**src/rtl/apb_initiator.sv**
```systemverilog
`default_nettype none
// ============================================================================
// Module   : apb_initiator
// Purpose  : Peripheral-bus initiator. Converts single core load/store
//            requests into psel/penable transfers, waits for the responder's
//            ready pulse, and returns read data and error status. One
//            transfer is outstanding at a time. A timeout forces an error
//            response if the responder never answers.
// Ports    : pclk/presetn         - clock, async active-low reset
//            req_*                - core request channel (valid/ready)
//            rsp_*                - core response channel (valid/ready)
//            paddr/pdata/pwrite/
//            pstb/psel/penable    - bus outputs toward the responder
//            prdata/ready/perr    - responder return signals
// Revision : 1.0 - initial release
// ============================================================================
module apb_initiator #(
  parameter int ADDR_WIDTH     = 32,
  parameter int DATA_WIDTH     = 32,
  parameter int TIMEOUT_CYCLES = 255
) (
  input  logic                  pclk,
  input  logic                  presetn,
  input  logic                  req_valid,
  output logic                  req_ready,
  input  logic                  req_write,
  input  logic [ADDR_WIDTH-1:0] req_addr,
  input  logic [DATA_WIDTH-1:0] req_wdata,
  input  logic [3:0]            req_wstrb,
  output logic                  rsp_valid,
  input  logic                  rsp_ready,
  output logic [DATA_WIDTH-1:0] rsp_rdata,
  output logic                  rsp_err,
  output logic                  rsp_timeout,
  output logic [ADDR_WIDTH-1:0] paddr,
  output logic [DATA_WIDTH-1:0] pdata,
  output logic                  pwrite,
  output logic [3:0]            pstb,
  output logic                  psel,
  output logic                  penable,
  input  logic [DATA_WIDTH-1:0] prdata,
  input  logic                  ready,
  input  logic                  perr
);

  // Counter wide enough to hold TIMEOUT_CYCLES itself.
  localparam int c_CNT_W = (TIMEOUT_CYCLES < 1) ? 1 : $clog2(TIMEOUT_CYCLES + 1);
  localparam logic [c_CNT_W-1:0] c_TO_LIMIT = c_CNT_W'(TIMEOUT_CYCLES);

  localparam logic [1:0] c_IDLE   = 2'd0;
  localparam logic [1:0] c_SETUP  = 2'd1;
  localparam logic [1:0] c_ACCESS = 2'd2;
  localparam logic [1:0] c_RESP   = 2'd3;

  logic [1:0]            state_q,       state_d;
  logic                  req_ready_q,   req_ready_d;
  logic [ADDR_WIDTH-1:0] paddr_q,       paddr_d;
  logic [DATA_WIDTH-1:0] pdata_q,       pdata_d;
  logic                  pwrite_q,      pwrite_d;
  logic [3:0]            pstb_q,        pstb_d;
  logic                  psel_q,        psel_d;
  logic                  penable_q,     penable_d;
  logic                  rsp_valid_q,   rsp_valid_d;
  logic [DATA_WIDTH-1:0] rsp_rdata_q,   rsp_rdata_d;
  logic                  rsp_err_q,     rsp_err_d;
  logic                  rsp_timeout_q, rsp_timeout_d;
  logic [c_CNT_W-1:0]    cnt_q,         cnt_d;

  logic [c_CNT_W-1:0]    w_cnt_inc;

  assign w_cnt_inc = cnt_q + 1'b1;

  always_comb begin
    state_d       = state_q;
    paddr_d       = paddr_q;
    pdata_d       = pdata_q;
    pwrite_d      = pwrite_q;
    pstb_d        = pstb_q;
    psel_d        = psel_q;
    penable_d     = penable_q;
    rsp_valid_d   = rsp_valid_q;
    rsp_rdata_d   = rsp_rdata_q;
    rsp_err_d     = rsp_err_q;
    rsp_timeout_d = rsp_timeout_q;
    cnt_d         = cnt_q;

    case (state_q)
      c_IDLE: begin
        // req_ready_q gates acceptance so nothing is taken in the first
        // cycle after reset release, while req_ready is still low.
        if (req_valid && req_ready_q) begin
          paddr_d   = req_addr;
          pwrite_d  = req_write;
          pdata_d   = req_write ? req_wdata : '0;
          pstb_d    = req_write ? req_wstrb : 4'b0000;
          psel_d    = 1'b1;
          penable_d = 1'b0;
          cnt_d     = '0;
          state_d   = c_SETUP;
        end
      end

      c_SETUP: begin
        penable_d = 1'b1;
        state_d   = c_ACCESS;
      end

      c_ACCESS: begin
        if (ready) begin
          rsp_rdata_d   = pwrite_q ? '0 : prdata;
          rsp_err_d     = perr;
          rsp_timeout_d = 1'b0;
          psel_d        = 1'b0;
          penable_d     = 1'b0;
          rsp_valid_d   = 1'b1;
          state_d       = c_RESP;
        end else begin
          cnt_d = w_cnt_inc;
          // The ACCESS cycle that brings the count to the limit is the
          // last one the responder gets.
          if (w_cnt_inc == c_TO_LIMIT) begin
            rsp_rdata_d   = '0;
            rsp_err_d     = 1'b1;
            rsp_timeout_d = 1'b1;
            psel_d        = 1'b0;
            penable_d     = 1'b0;
            rsp_valid_d   = 1'b1;
            state_d       = c_RESP;
          end
        end
      end

      c_RESP: begin
        if (rsp_ready) begin
          rsp_valid_d = 1'b0;
          state_d     = c_IDLE;
        end
      end

      default: begin
        state_d = c_IDLE;
      end
    endcase

    // Registered so req_ready is high exactly while the FSM sits in IDLE.
    req_ready_d = (state_d == c_IDLE);
  end

  always_ff @(posedge pclk or negedge presetn) begin
    if (!presetn) begin
      state_q       <= c_IDLE;
      req_ready_q   <= 1'b0;
      paddr_q       <= '0;
      pdata_q       <= '0;
      pwrite_q      <= 1'b0;
      pstb_q        <= 4'b0000;
      psel_q        <= 1'b0;
      penable_q     <= 1'b0;
      rsp_valid_q   <= 1'b0;
      rsp_rdata_q   <= '0;
      rsp_err_q     <= 1'b0;
      rsp_timeout_q <= 1'b0;
      cnt_q         <= '0;
    end else begin
      state_q       <= state_d;
      req_ready_q   <= req_ready_d;
      paddr_q       <= paddr_d;
      pdata_q       <= pdata_d;
      pwrite_q      <= pwrite_d;
      pstb_q        <= pstb_d;
      psel_q        <= psel_d;
      penable_q     <= penable_d;
      rsp_valid_q   <= rsp_valid_d;
      rsp_rdata_q   <= rsp_rdata_d;
      rsp_err_q     <= rsp_err_d;
      rsp_timeout_q <= rsp_timeout_d;
      cnt_q         <= cnt_d;
    end
  end

  assign req_ready   = req_ready_q;
  assign paddr       = paddr_q;
  assign pdata       = pdata_q;
  assign pwrite      = pwrite_q;
  assign pstb        = pstb_q;
  assign psel        = psel_q;
  assign penable     = penable_q;
  assign rsp_valid   = rsp_valid_q;
  assign rsp_rdata   = rsp_rdata_q;
  assign rsp_err     = rsp_err_q;
  assign rsp_timeout = rsp_timeout_q;

endmodule
`default_nettype wire

```
**config.mk**
```make
export PLATFORM = sky130hd
export DESIGN_NAME = apb_initiator
export DESIGN_NICKNAME = d
export VERILOG_FILES = /design/src/rtl/apb_initiator.sv
export SDC_FILE = /design/constraint.sdc
export NUM_CORES = 1
export LEC_CHECK = 0
export ABC_AREA = 1
export CORE_ASPECT_RATIO = 2
export CORE_MARGIN = 1.5
export CORE_UTILIZATION = 35
export DETAILED_ROUTE_END_ITERATION = 8
export DONT_BUFFER_PORTS = 1
export MAX_ROUTING_LAYER = met4
export PLACE_DENSITY_LB_ADDON = 0.12
export SLEW_MARGIN = 15
export SYNTH_ARGS = -nofsm -noshare
export SYNTH_HDL_FRONTEND = slang
export SYNTH_SLANG_ARGS = --single-unit
```
**constraint.sdc**
```tcl
create_clock -name pclk -period 1.65 [get_ports pclk]
set_clock_uncertainty 0.2 [all_clocks]
set_input_delay 0.33 -clock pclk [delete_from_list [all_inputs] [get_ports pclk]]
set_output_delay 0.33 -clock pclk [all_outputs]
set_load 0.02 [all_outputs]
```
# After elaboration in Yosys (flattened, before gate mapping)
# Index checks and enable logic that the tools add are counted.
[word_totals]
regBits = 117
input_bits = 107
[classes]
addsub = 1
n_eq_ne = 8
muxes = 25
reduce_logical = 13
[ops]
columns = ["cell", "n"]
rows = [
  ["32-bit two-way mux", 4],
  ["8-bit two-way mux", 2],
  ["8-bit case mux with 2 select lines", 1],
  ["3-bit AND reduction", 4],
  ["1-bit two-way mux", 9],
  ["8-bit by 1-bit adder with 8-bit output (second input constant)", 1],
  ["8-bit == test (second input constant)", 1],
  ["2-bit two-way mux", 4],
  ["2-bit case mux with 4 select lines", 1],
  ["2-bit != test (second input constant)", 3],
  ["2-bit nonzero test", 3],
  ["2-bit == test (second input constant)", 2],
  ["2-bit logical NOT", 2],
  ["4-bit two-way mux", 1],
  ["1-bit case mux with 2 select lines", 2],
  ["2-bit AND reduction", 2],
  ["3-bit != test (second input constant)", 1],
  ["1-bit case mux with 3 select lines", 1],
  ["3-bit nonzero test", 1],
  ["2-bit by 1-bit == test with 1-bit output (second input constant)", 1],
  ["1-bit logical AND", 1],
]

# Depth between registers and ports, before layout
# Gate-level depths: netlist of run 1.
[depth]
ltp_word = 6
ltp_mapped = 13
mapped_depth_nobuf = 12

# Worst setup path after synthesis of run 1
# Ideal clock, no wire load.
[synth_path]
kind = "reg-to-reg"
start = "reg cnt_q[1]"
end = "reg rsp_rdata_q[10], in the netlist rsp_rdata[10]"
t_arrival_ps = 1528
slack_ps = -193
stages_incl_launch_ff = 12
period_less_slack_ps = 1843
path_cell_list = "dfrtp_1 > ha_1 > nand3_1 > o21ai_1 > nand2_2 > nor2_4 > nand2_2 > nand2_2 > nand2_4 > buf_12 > nand2_4 > nand2_2"
[synth_via]
elab_chain_cells = 4
[synth_lines]
columns = ["item", "line_no", "rtl"]
rows = [
  ["start, declared", "67", "logic [c_CNT_W-1:0] cnt_q, cnt_d;"],
  ["start signal, assigned", "177", "cnt_q <= cnt_d;"],
  ["8-bit by 1-bit adder with 8-bit output", "71", "assign w_cnt_inc = cnt_q + 1'b1;"],
  ["8-bit == test", "121", "if (w_cnt_inc == c_TO_LIMIT) begin"],
  ["2-bit nonzero test (no source line)", "n/a", ""],
  ["2-bit AND reduction (no source line)", "n/a", ""],
  ["end signal, assigned", "174", "rsp_rdata_q <= rsp_rdata_d;"],
  ["end, declared", "64", "logic [DATA_WIDTH-1:0] rsp_rdata_q, rsp_rdata_d;"],
]
# Every way passes these cells.
# A chain may end at the register's enable or synchronous reset.

# Worst setup path after layout of run 1
[layout_path]
start = "reg cnt_q[1]"
end = "reg rsp_rdata_q[30], in the netlist rsp_rdata[30]"
# Same word-level chain as after synthesis.

==> run summary, run 1 <==
Post-synth EDFFs: 0
Die width: 87.8 um
Async SR Flop Fraction: 1.00
CP arrival: 1.99 ns
Status: finished with violations
Final hold slack: -0.582 ns
Non-Filler Instances: 877
Post-Place Worst Slack: -0.265 ns
Max Freq: 0.527 GHz
Diode count: 0
Final Setup Violations: 38
Die area: 0.0152 mm^2
P&R area growth vs syn: 42.8%
Max FO, Critical Path: 17
#FFs+latches synth: 117
CP dominant cell by count: nand2_2
Worst path bufs/invs: 2
Post-synth net total: 652
Row cnt: 61
I/O pins: 214
Static leakage: 3.59 nW
Top-count cell post-synth: nand2_1
Post-synth top area cell: dfrtp_1
Grt met1 use: 0.181
Die height: 173 um
Required time of the worst setup path: 1.74 ns
Largest delay contributor family on the critical path: simple AND/OR/NAND/NOR gates
Total track usage: 0.178
Vias per Instance: 4.59
Largest net degree at the start of global routing: 118
Fill count: 1,247
CP Depth: 13
Final #Nets: 786
Number of CTS-inserted buffers: 17
Worst-Skew Late Latency: 0.41 ns
Ys flop type: dfrtp_1
Fin crit share: 1.15
Placed instance count: 735
DR WL/cell: 15.6 um
CTS tree: yes
Final hold violations: 117
Mapped cell area: 0.00503 mm^2
Total Wirelength: 13.7 mm
Post-synthesis average cell area: 9.27 um^2
Clock Path Buffers: 2
Yosys warnings: 0
Initial Utilization: 0.360
Slowest-stage cell, CP: dfrtp_2
Syn Inst Count: 543
Area share of the leading cell type in the synthesized netlist: 0.582
Routed vias: 4,028
GP Congestion: 0.781
Total congestion overflow: 0
Area contributors post-synth: dfrtp_1 58%, nand2_1 18%, nand2_4 6.7%
M2 GR Usage: 0.305
Critical setup path kind: reg -> reg
Register area share after synthesis: 0.582
Failing checks: hold timing, setup timing
Max transition margin: 0.781
Hold Crit Class: in -> async
Global Route met3 Usage: 0.0492
Htree depth: 4
Final HPWL DP: 8.41 mm
Max Slew Vio Count: 0
Initial DRC Count: 129
CTS Sinks: 117
I/O Buffers: 0
DRT antenna net count: 0
Share of cells above drive strength 1: 0.243
DRC viols: 0
Worst vdd ir: 0.905 mV
Max_cap viols: 0
Post-layout worst setup margin: -0.246 ns
Worst Setup End Kind: flip-flop
Core Box Area: 0.0140 mm^2
R2R depth: 13
Pwr per Cell Area: 1800 mW/mm^2
DRT Pass-1 Iters: 4
Final Critical Period: 1.90 ns
GRT Max-Usage Layer: met2
CTS Hold Bufs: 104
Top cells by count, synth: 238 x nand2_1, 117 x dfrtp_1, 46 x nand3_1
Vias in the first global route: 4,065
Slew @ Worst Pin: 0.329 ns
Initial antenna violation count: 0
Worst-path cell chain: buf_6, nand2_8, nor2_4, nand2_2, nand2_2, nand2_2, nor2_4, nand2_2, nand2_2, nand2_4, buf_12, nand2_4, nand2_2
Synth cell types: 22
RSZ-0062 raised after global routing: yes
CP max stage delay: 0.41 ns
Root Driver: clkbuf_16
Clock transition at the registers of the reported paths: 0.05 ns
Worst setup SP type: flip-flop
Global-route wire length before repair: 20.3 mm
## worst paths after layout
path / from / end / slack (ns)
max: cnt_q[1]$_DFFE_PN0P_ / rsp_rdata[30]$_DFFE_PN0P_ / -0.25
max in group asynchronous: presetn / psel$_DFFE_PN0P_ / 1.64
min reg2reg: state_q[0]$_DFF_PN0_ / penable$_DFFE_PN0P_ / 0.39
max reg2reg: cnt_q[1]$_DFFE_PN0P_ / rsp_rdata[30]$_DFFE_PN0P_ / -0.25
min: presetn / rsp_rdata[3]$_DFFE_PN0P_ / -0.58
min in group pclk: req_write / pwrite$_DFFE_PN0P_ / 0.03
## routing by layer
metal  share of wire  wire length, um  vias to the layer above
li1                -                -                     1942
met2            0.55             7560                      160
met1            0.36             4860                     1895
met4           0.032              435                        0
met5               0                0                        -
met3           0.059              803                       31
## worst register-to-register path: stages, from the launching register on
cell,delay (ns)
dfrtp_2,0.41
buf_6,0.13
nand2_8,0.06
nor2_4,0.13
nand2_2,0.07
nand2_2,0.07
nand2_2,0.07
nor2_4,0.10
nand2_2,0.07
nand2_2,0.07
nand2_4,0.09
buf_12,0.19
nand2_4,0.09
nand2_2,0.04
## kinds of logic after synthesis
logic type / count (synthesis) / synth area share
buffers and inverters: 41 / 0.0410
AO/OA/AOI/OAI: 11 / 0.0119
AND/OR/NAND/NOR: 371 / 0.359
adder cells (fa/ha/maj): 2 / 0.00497
XOR/XNOR: 1 / 0.00174
flip-flops: 117 / 0.582
## flip-flops by register name (all words and copies together) (netlist names)
signal / count
cnt_q: 8
paddr: 32
pdata: 32
penable: 1
psel: 1
pstb: 4
pwrite: 1
req_ready: 1
rsp_err: 1
rsp_rdata: 32
rsp_timeout: 1
rsp_valid: 1
state_q: 2
## area by class of cell
| cell class | count | area, um^2 | share of cell area |
|---|---|---|---|
| timing repair buffer | 139 | 1420 | 0.198 |
| sequential | 117 | 2930 | 0.408 |
| clock buffer | 20 | 437 | 0.0608 |
| inverter | 17 | 63.8 | 0.00888 |
| clock inverter | 10 | 86.3 | 0.0120 |
| tap | 189 | 236 | 0.0329 |
| multi-input combinational | 385 | 2010 | 0.279 |
## metrics by stage
| stage | power, mW | cell area, um^2 | TNS [ns] | hold slack [ns] | util |
|---|---|---|---|---|---|
| after floorplan | 8.24 | 5040 | -5.21 | -0.166 | - |
| after global placement | 9.13 | 5410 | -7.43 | -0.163 | 0.387 |
| after detailed placement | 9.21 | 5410 | -8.59 | -0.163 | 0.387 |
| after CTS | 12.9 | 7000 | -8.22 | -0.603 | 0.501 |
| after global routing | 13.7 | 7190 | -12.50 | -0.606 | 0.515 |
| final | 12.9 | 7190 | -7.87 | -0.582 | 0.515 |
## layout by cell type, fill, tap and decap left out, types with 4 or more instances in the layout
cell type / Yosys / layout
buf_12: 3 / 6
buf_4: 0 / 26
clkbuf_16: 0 / 19
clkinv_2: 0 / 5
dfrtp_1: 117 / 113
dfrtp_2: 0 / 4
dlygate4sd3_1: 0 / 103
inv_1: 14 / 13
inv_2: 2 / 4
nand2_1: 238 / 225
nand2_2: 38 / 48
nand2_4: 30 / 32
nand3_1: 46 / 44
nor2_1: 11 / 9
nor2_4: 3 / 6
o21ai_0: 4 / 4
## repair_timing
item                                    in CTS  in global routing
hold endpoints to repair                   224                117
setup buffers                                1                  4
resized for setup                            4                 29
endpoints found under the setup margin      39                116
pin swaps                                    1                  9
gates cloned                                 0                  3
## where the power goes
| group | total, mW | switching [mW] | internal (mW) |
|---|---|---|---|
| registers | 6.53 | 2.50 | 4.04 |
| logic | 3.10 | 1.58 | 1.52 |
| clock network | 3.29 | 1.26 | 2.03 |
(Power assumes the default switching activity.)
==> run 2: changes to the inputs <==
--- a/config.mk
+++ b/config.mk
@@ -12,7 +12,7 @@
 export DETAILED_ROUTE_END_ITERATION = 8
 export DONT_BUFFER_PORTS = 1
 export MAX_ROUTING_LAYER = met4
-export PLACE_DENSITY_LB_ADDON = 0.12
+export PLACE_DENSITY = 0.56
 export SLEW_MARGIN = 15
 export SYNTH_ARGS = -nofsm -noshare
 export SYNTH_HDL_FRONTEND = slang
==> run summary, run 2 (synthesis results as in run 1) <==
Status: finished with violations
Failing checks: hold timing, setup timing
Worst-path cell chain: ha_4, nand2_2, nand2_2, nor2_2, nand2_2, nor2_4, nand2_2, nand2_4, nand2_8, clkbuf_16, nand2_4, nand2_2
Worst-Skew Late Latency: 0.41 ns
Total congestion overflow: 0
Post-layout worst setup margin: -0.238 ns
Final Instance Area: 0.00736 mm^2
Global-route wire length before repair: 21.4 mm
CTS Hold Bufs: 106
Post-layout util: 0.527
Max_cap viols: 0
Share of cells above drive strength 1: 0.244
Worst vdd ir: 1.01 mV
CP arrival: 1.99 ns
Most frequent cells in the layout: 233 x nand2_1, 112 x dfrtp_1, 105 x dlygate4sd3_1, 44 x nand3_1, 41 x nand2_2
Initial Utilization: 0.360
Clock transition at the registers of the reported paths: 0.06 ns
Number of CTS-inserted buffers: 17
Vias in the first global route: 4,458
R2R depth: 12
Non-Filler Instances: 886
Fin crit share: 1.14
Total Wirelength: 14.8 mm
Worst path bufs/invs: 1
Critical setup path kind: reg -> reg
Root Driver: clkbuf_16
Total track usage: 0.189
Slowest-stage cell, CP: dfrtp_2
Crit. Startpoint: cnt_q[1]$_DFFE_PN0P_
I/O pins: 214
Most common cell after layout, fill and taps aside: nand2_1
CTS Sinks: 117
Final Critical Period: 1.89 ns
Final #Nets: 793
Setup TNS: -7.52 ns
FF-to-FF End: rsp_rdata[20]$_DFFE_PN0P_
GP Congestion: 0.811
Clock share of power: 0.272
Max transition margin: 0.751
Largest delay contributor family on the critical path: simple AND/OR/NAND/NOR gates
Max Slew Vio Count: 0
Max FO, Critical Path: 6
Pwr per Cell Area: 1830 mW/mm^2
Static leakage: 3.67 nW
Seq pwr share: 0.487
R2R setup slack: -0.24 ns
Initial antenna violation count: 0
Core Box Area: 0.0140 mm^2
Clock Path Buffers: 2
Critical path capture point: rsp_rdata[20]$_DFFE_PN0P_
Internal power: 7.92 mW
Die width: 87.8 um
Reg2reg start: cnt_q[1]$_DFFE_PN0P_
CP dominant cell by count: nand2_2
Required time of the worst setup path: 1.75 ns
Final Setup Violations: 39
DRT antenna net count: 0
Htree depth: 4
Die height: 173 um
Final hold slack: -0.588 ns
P&R area growth vs syn: 46.2%
Diode count: 0
CP Depth: 12
Placed instance count: 734
DR WL/cell: 16.7 um
CTS tree: yes
DRT Pass-1 Iters: 4
Share of power burned in combinational logic: 0.241
RSZ-0062 raised after global routing: yes
Hold Crit Class: in -> async
Psw: 5.54 mW
Final HPWL DP: 8.47 mm
Die area: 0.0152 mm^2
Worst Setup End Kind: flip-flop
Largest net degree at the start of global routing: 118
CP max stage delay: 0.44 ns
Initial DRC Count: 160
Sw frac: 0.412
Routed vias: 4,236
Max Freq: 0.530 GHz
DRC viols: 0
Vias per Instance: 4.78
Final hold violations: 117
Post-place instance area: 0.00541 mm^2
Worst setup SP type: flip-flop
Slew @ Worst Pin: 0.373 ns
Row cnt: 61
I/O Buffers: 0
[run 2: cell types whose count changed in the layout (fill, tap and decap cells not counted), sizes merged]
cell and delta:
dlygate4sd3 +2, inv +1, clkinvlp +3, bufinv +1, buf +2, clkbuf +3, clkinv -3
[run 2: how the worst min path moves through the flow]
stage | from | to | depth (start not counted)
6_report | presetn | paddr[8]$_DFFE_PN0P_ | 0
5_1_grt | presetn | paddr[15]$_DFFE_PN0P_ | 0
4_1_cts | presetn | paddr[19]$_DFFE_PN0P_ | 0
3_5_place_dp | presetn | paddr[19]$_DFFE_PN0P_ | 0
3_3_place_gp | presetn | paddr[19]$_DFFE_PN0P_ | 0
2_1_floorplan | presetn | cnt_q[0]$_DFFE_PN0P_ | 0
[run 2: repair_timing]
item / in CTS / in global routing
gates cloned: 0 / 7
pin swaps: 2 / 9
endpoints found under the hold margin: 224 / 117
gates resized for setup: 3 / 24
endpoints found under the setup margin: 39 / 109
buffers inserted: 4 / 3
[run 2: worst register-to-register path, stage by stage, from the launching register on]
cell       delay [ns]
dfrtp_2          0.44
ha_4             0.19
nand2_2          0.07
nand2_2          0.06
nor2_2           0.08
nand2_2          0.07
nor2_4           0.11
nand2_2          0.08
nand2_4          0.08
nand2_8          0.09
clkbuf_16        0.19
nand2_4          0.06
nand2_2          0.05
[run 2: layout make-up]
| cell class | count | area, um^2 |
|---|---|---|
| fillers | 1191 | 6610 |
| flip-flops and latches | 117 | 2930 |
| multi-input cells | 385 | 1990 |
| repair buffers | 146 | 1550 |
| clock buffers | 20 | 457 |
| well taps | 189 | 236 |
| clock inverters | 12 | 129 |
| inverters | 17 | 66.3 |
[run 2: through the flow]
step | setup slack (ns) | power [mW]
floorplan | -0.175 | 8.24
global placement | -0.237 | 9.09
detailed placement | -0.268 | 9.19
CTS | -0.266 | 13.2
global route | -0.329 | 14.2
finish | -0.238 | 13.5
[run 2: power groups by stage]
stage	clock network [mW]	registers, mW	logic, mW
after global placement	0	6.54	2.55
after CTS	3.72	6.51	2.93
after global routing	3.87	6.67	3.62
after floorplan	0	6.21	2.03
after detailed placement	0	6.52	2.67
final	3.66	6.55	3.24
[run 2: layer usage]
layer | vias to the layer above | track usage | routed length (um)
li1 | 1956 | - | -
met1 | 2027 | 0.180 | 5060
met2 | 203 | 0.331 | 8240
met3 | 50 | 0.0492 | 814
met4 | 0 | 0.109 | 724
met5 | - | - | 0
==> run 3: changes to the inputs <==
--- a/config.mk
+++ b/config.mk
@@ -12,7 +12,7 @@
 export DETAILED_ROUTE_END_ITERATION = 8
 export DONT_BUFFER_PORTS = 1
 export MAX_ROUTING_LAYER = met4
-export PLACE_DENSITY = 0.56
+export PLACE_DENSITY = 0.53
 export SLEW_MARGIN = 15
 export SYNTH_ARGS = -nofsm -noshare
 export SYNTH_HDL_FRONTEND = slang
==> run summary, run 3 (synthesis results as in run 1) <==
Final hold violations: 117
CP arrival: 2.02 ns
M2 GR Usage: 0.320
CTS tree: yes
DRT Pass-1 Iters: 5
Final #Nets: 803
I/O pins: 214
Row cnt: 61
GP Congestion: 0.761
Worst setup SP type: flip-flop
Most common cell after layout, fill and taps aside: nand2_1
Clock Path Buffers: 2
Initial Utilization: 0.360
Diode count: 0
CP max stage delay: 0.44 ns
Core Box Area: 0.0140 mm^2
GRT Max-Usage Layer: met2
Routed vias: 4,276
Grt met1 use: 0.185
Post-Place Worst Slack: -0.331 ns
Final HPWL DP: 8.35 mm
Sw frac: 0.407
Worst-path cell chain: ha_4, nand2_2, nand2_2, nor2_2, nand2_2, nor2_4, nand2_2, nand2_4, nand2_8, buf_12, nand2_4, nand2_2
Placed instance count: 734
Vias in the first global route: 4,244
R2R setup slack: -0.29 ns
Total Wirelength: 15.5 mm
DRT antenna net count: 0
R2R depth: 12
Hold Crit Class: in -> async
Global-route wire length before repair: 20.7 mm
Required time of the worst setup path: 1.74 ns
Seq pwr share: 0.462
Final Setup Violations: 77
RSZ-0062 raised after global routing: yes
Fill count: 1,160
Total congestion overflow: 0
Clock transition at the registers of the reported paths: 0.06 ns
Max transition margin: 0.776
DRC viols: 0
Die height: 173 um
Largest delay contributor family on the critical path: simple AND/OR/NAND/NOR gates
Vias per Instance: 4.77
Root Driver: clkbuf_16
Worst-Skew Late Latency: 0.40 ns
Post-layout worst setup margin: -0.286 ns
Psw: 5.98 mW
Total track usage: 0.180
Final Critical Period: 1.94 ns
Slew @ Worst Pin: 0.336 ns
Status: finished with violations
Worst path bufs/invs: 1
Fin crit share: 1.17
Internal power: 8.69 mW
Htree depth: 4
Share of cells above drive strength 1: 0.402
Share of power burned in combinational logic: 0.263
Pwr per Cell Area: 1810 mW/mm^2
CP Depth: 12
CTS Hold Bufs: 103
I/O Buffers: 0
Failing checks: hold timing, setup timing
P&R area growth vs syn: 60.8%
Initial antenna violation count: 0
Max Freq: 0.517 GHz
Max Slew Vio Count: 0
Clock share of power: 0.274
Slowest-stage cell, CP: dfrtp_2
DR WL/cell: 17.3 um
Number of CTS-inserted buffers: 17
Critical setup path kind: reg -> reg
Max FO, Critical Path: 7
CP dominant cell by count: nand2_2
CTS Sinks: 117
Static leakage: 3.89 nW
Worst Setup End Kind: flip-flop
Final hold slack: -0.573 ns
Most frequent cells in the layout: 136 x nand2_1, 113 x dfrtp_1, 106 x nand2_2, 102 x dlygate4sd3_1, 62 x nand2_4
Initial DRC Count: 116
Non-Filler Instances: 896
Largest net degree at the start of global routing: 118
Global Route met3 Usage: 0.0430
Max_cap viols: 0
Die area: 0.0152 mm^2
Worst vdd ir: 0.896 mV
Die width: 87.8 um
-- run 3: layout make-up --
| class | count | area, um^2 | area share |
|---|---|---|---|
| repair buffers | 156 | 1790 | 0.221 |
| clock buffers | 19 | 453 | 0.0560 |
| clock inverters | 13 | 195 | 0.0241 |
| well taps | 189 | 236 | 0.0292 |
| flip-flops and latches | 117 | 2930 | 0.362 |
| multi-input cells | 385 | 2420 | 0.299 |
| inverters | 17 | 71.3 | 0.00881 |
-- run 3: power groups by stage --
stage          clock network [mW]  registers [mW]  logic, mW
3_5_place_dp                    0            6.53       2.63
3_3_place_gp                    0            6.54       2.51
5_1_grt                      4.24            6.92       4.25
4_1_cts                      4.11            6.51       3.12
2_1_floorplan                   0            6.21       2.03
6_report                     4.02            6.78       3.86
-- run 3: what timing repair did --
action                                  in CTS  in global routing
gates cloned                                 3                 11
buffers inserted                             3                 10
pin swaps                                    4                 64
endpoints found under the setup margin      43                113
endpoints found under the hold margin      222                117
resized for setup                           14                180
-- run 3: stage by stage --
stage               TNS (ns)  hold WS [ns]  total power [mW]  cell area [um^2]  utilization
floorplan              -5.21        -0.166              8.24              5040            -
global placement       -8.74        -0.161              9.06              5390        0.386
detailed placement    -10.73        -0.161              9.16              5390        0.386
CTS                    -9.25        -0.589              13.7              7230        0.517
global route          -18.03        -0.599              15.4              8090        0.580
finish                 -9.55        -0.573              14.7              8090        0.580
-- run 3: path summary, 6_finish.rpt --
kind                                      start                        to
max                        cnt_q[0]$_DFFE_PN0P_  rsp_rdata[2]$_DFFE_PN0P_
min                                     presetn  rsp_rdata[5]$_DFFE_PN0P_
max reg2reg                cnt_q[0]$_DFFE_PN0P_  rsp_rdata[2]$_DFFE_PN0P_
min reg2reg                cnt_q[7]$_DFFE_PN0P_      cnt_q[7]$_DFFE_PN0P_
max in group asynchronous               presetn       pstb[1]$_DFFE_PN0P_
min in group pclk                     rsp_ready      state_q[0]$_DFF_PN0_
-- run 3: worst register-to-register path, delay by kind of cell, from the launching register on --
family | cells | cell delay (ns)
fa+ha+maj | 1 | 0.19
buf+inv | 1 | 0.18
flops | 1 | 0.44
simple gates | 10 | 0.81
-- run 3: per-layer routing --
layer / vias to the layer above / part of all wire
met2: 186 / 0.57
met4: 0 / 0.035
met5: - / 0
met3: 31 / 0.064
li1: 1988 / -
met1: 2071 / 0.33
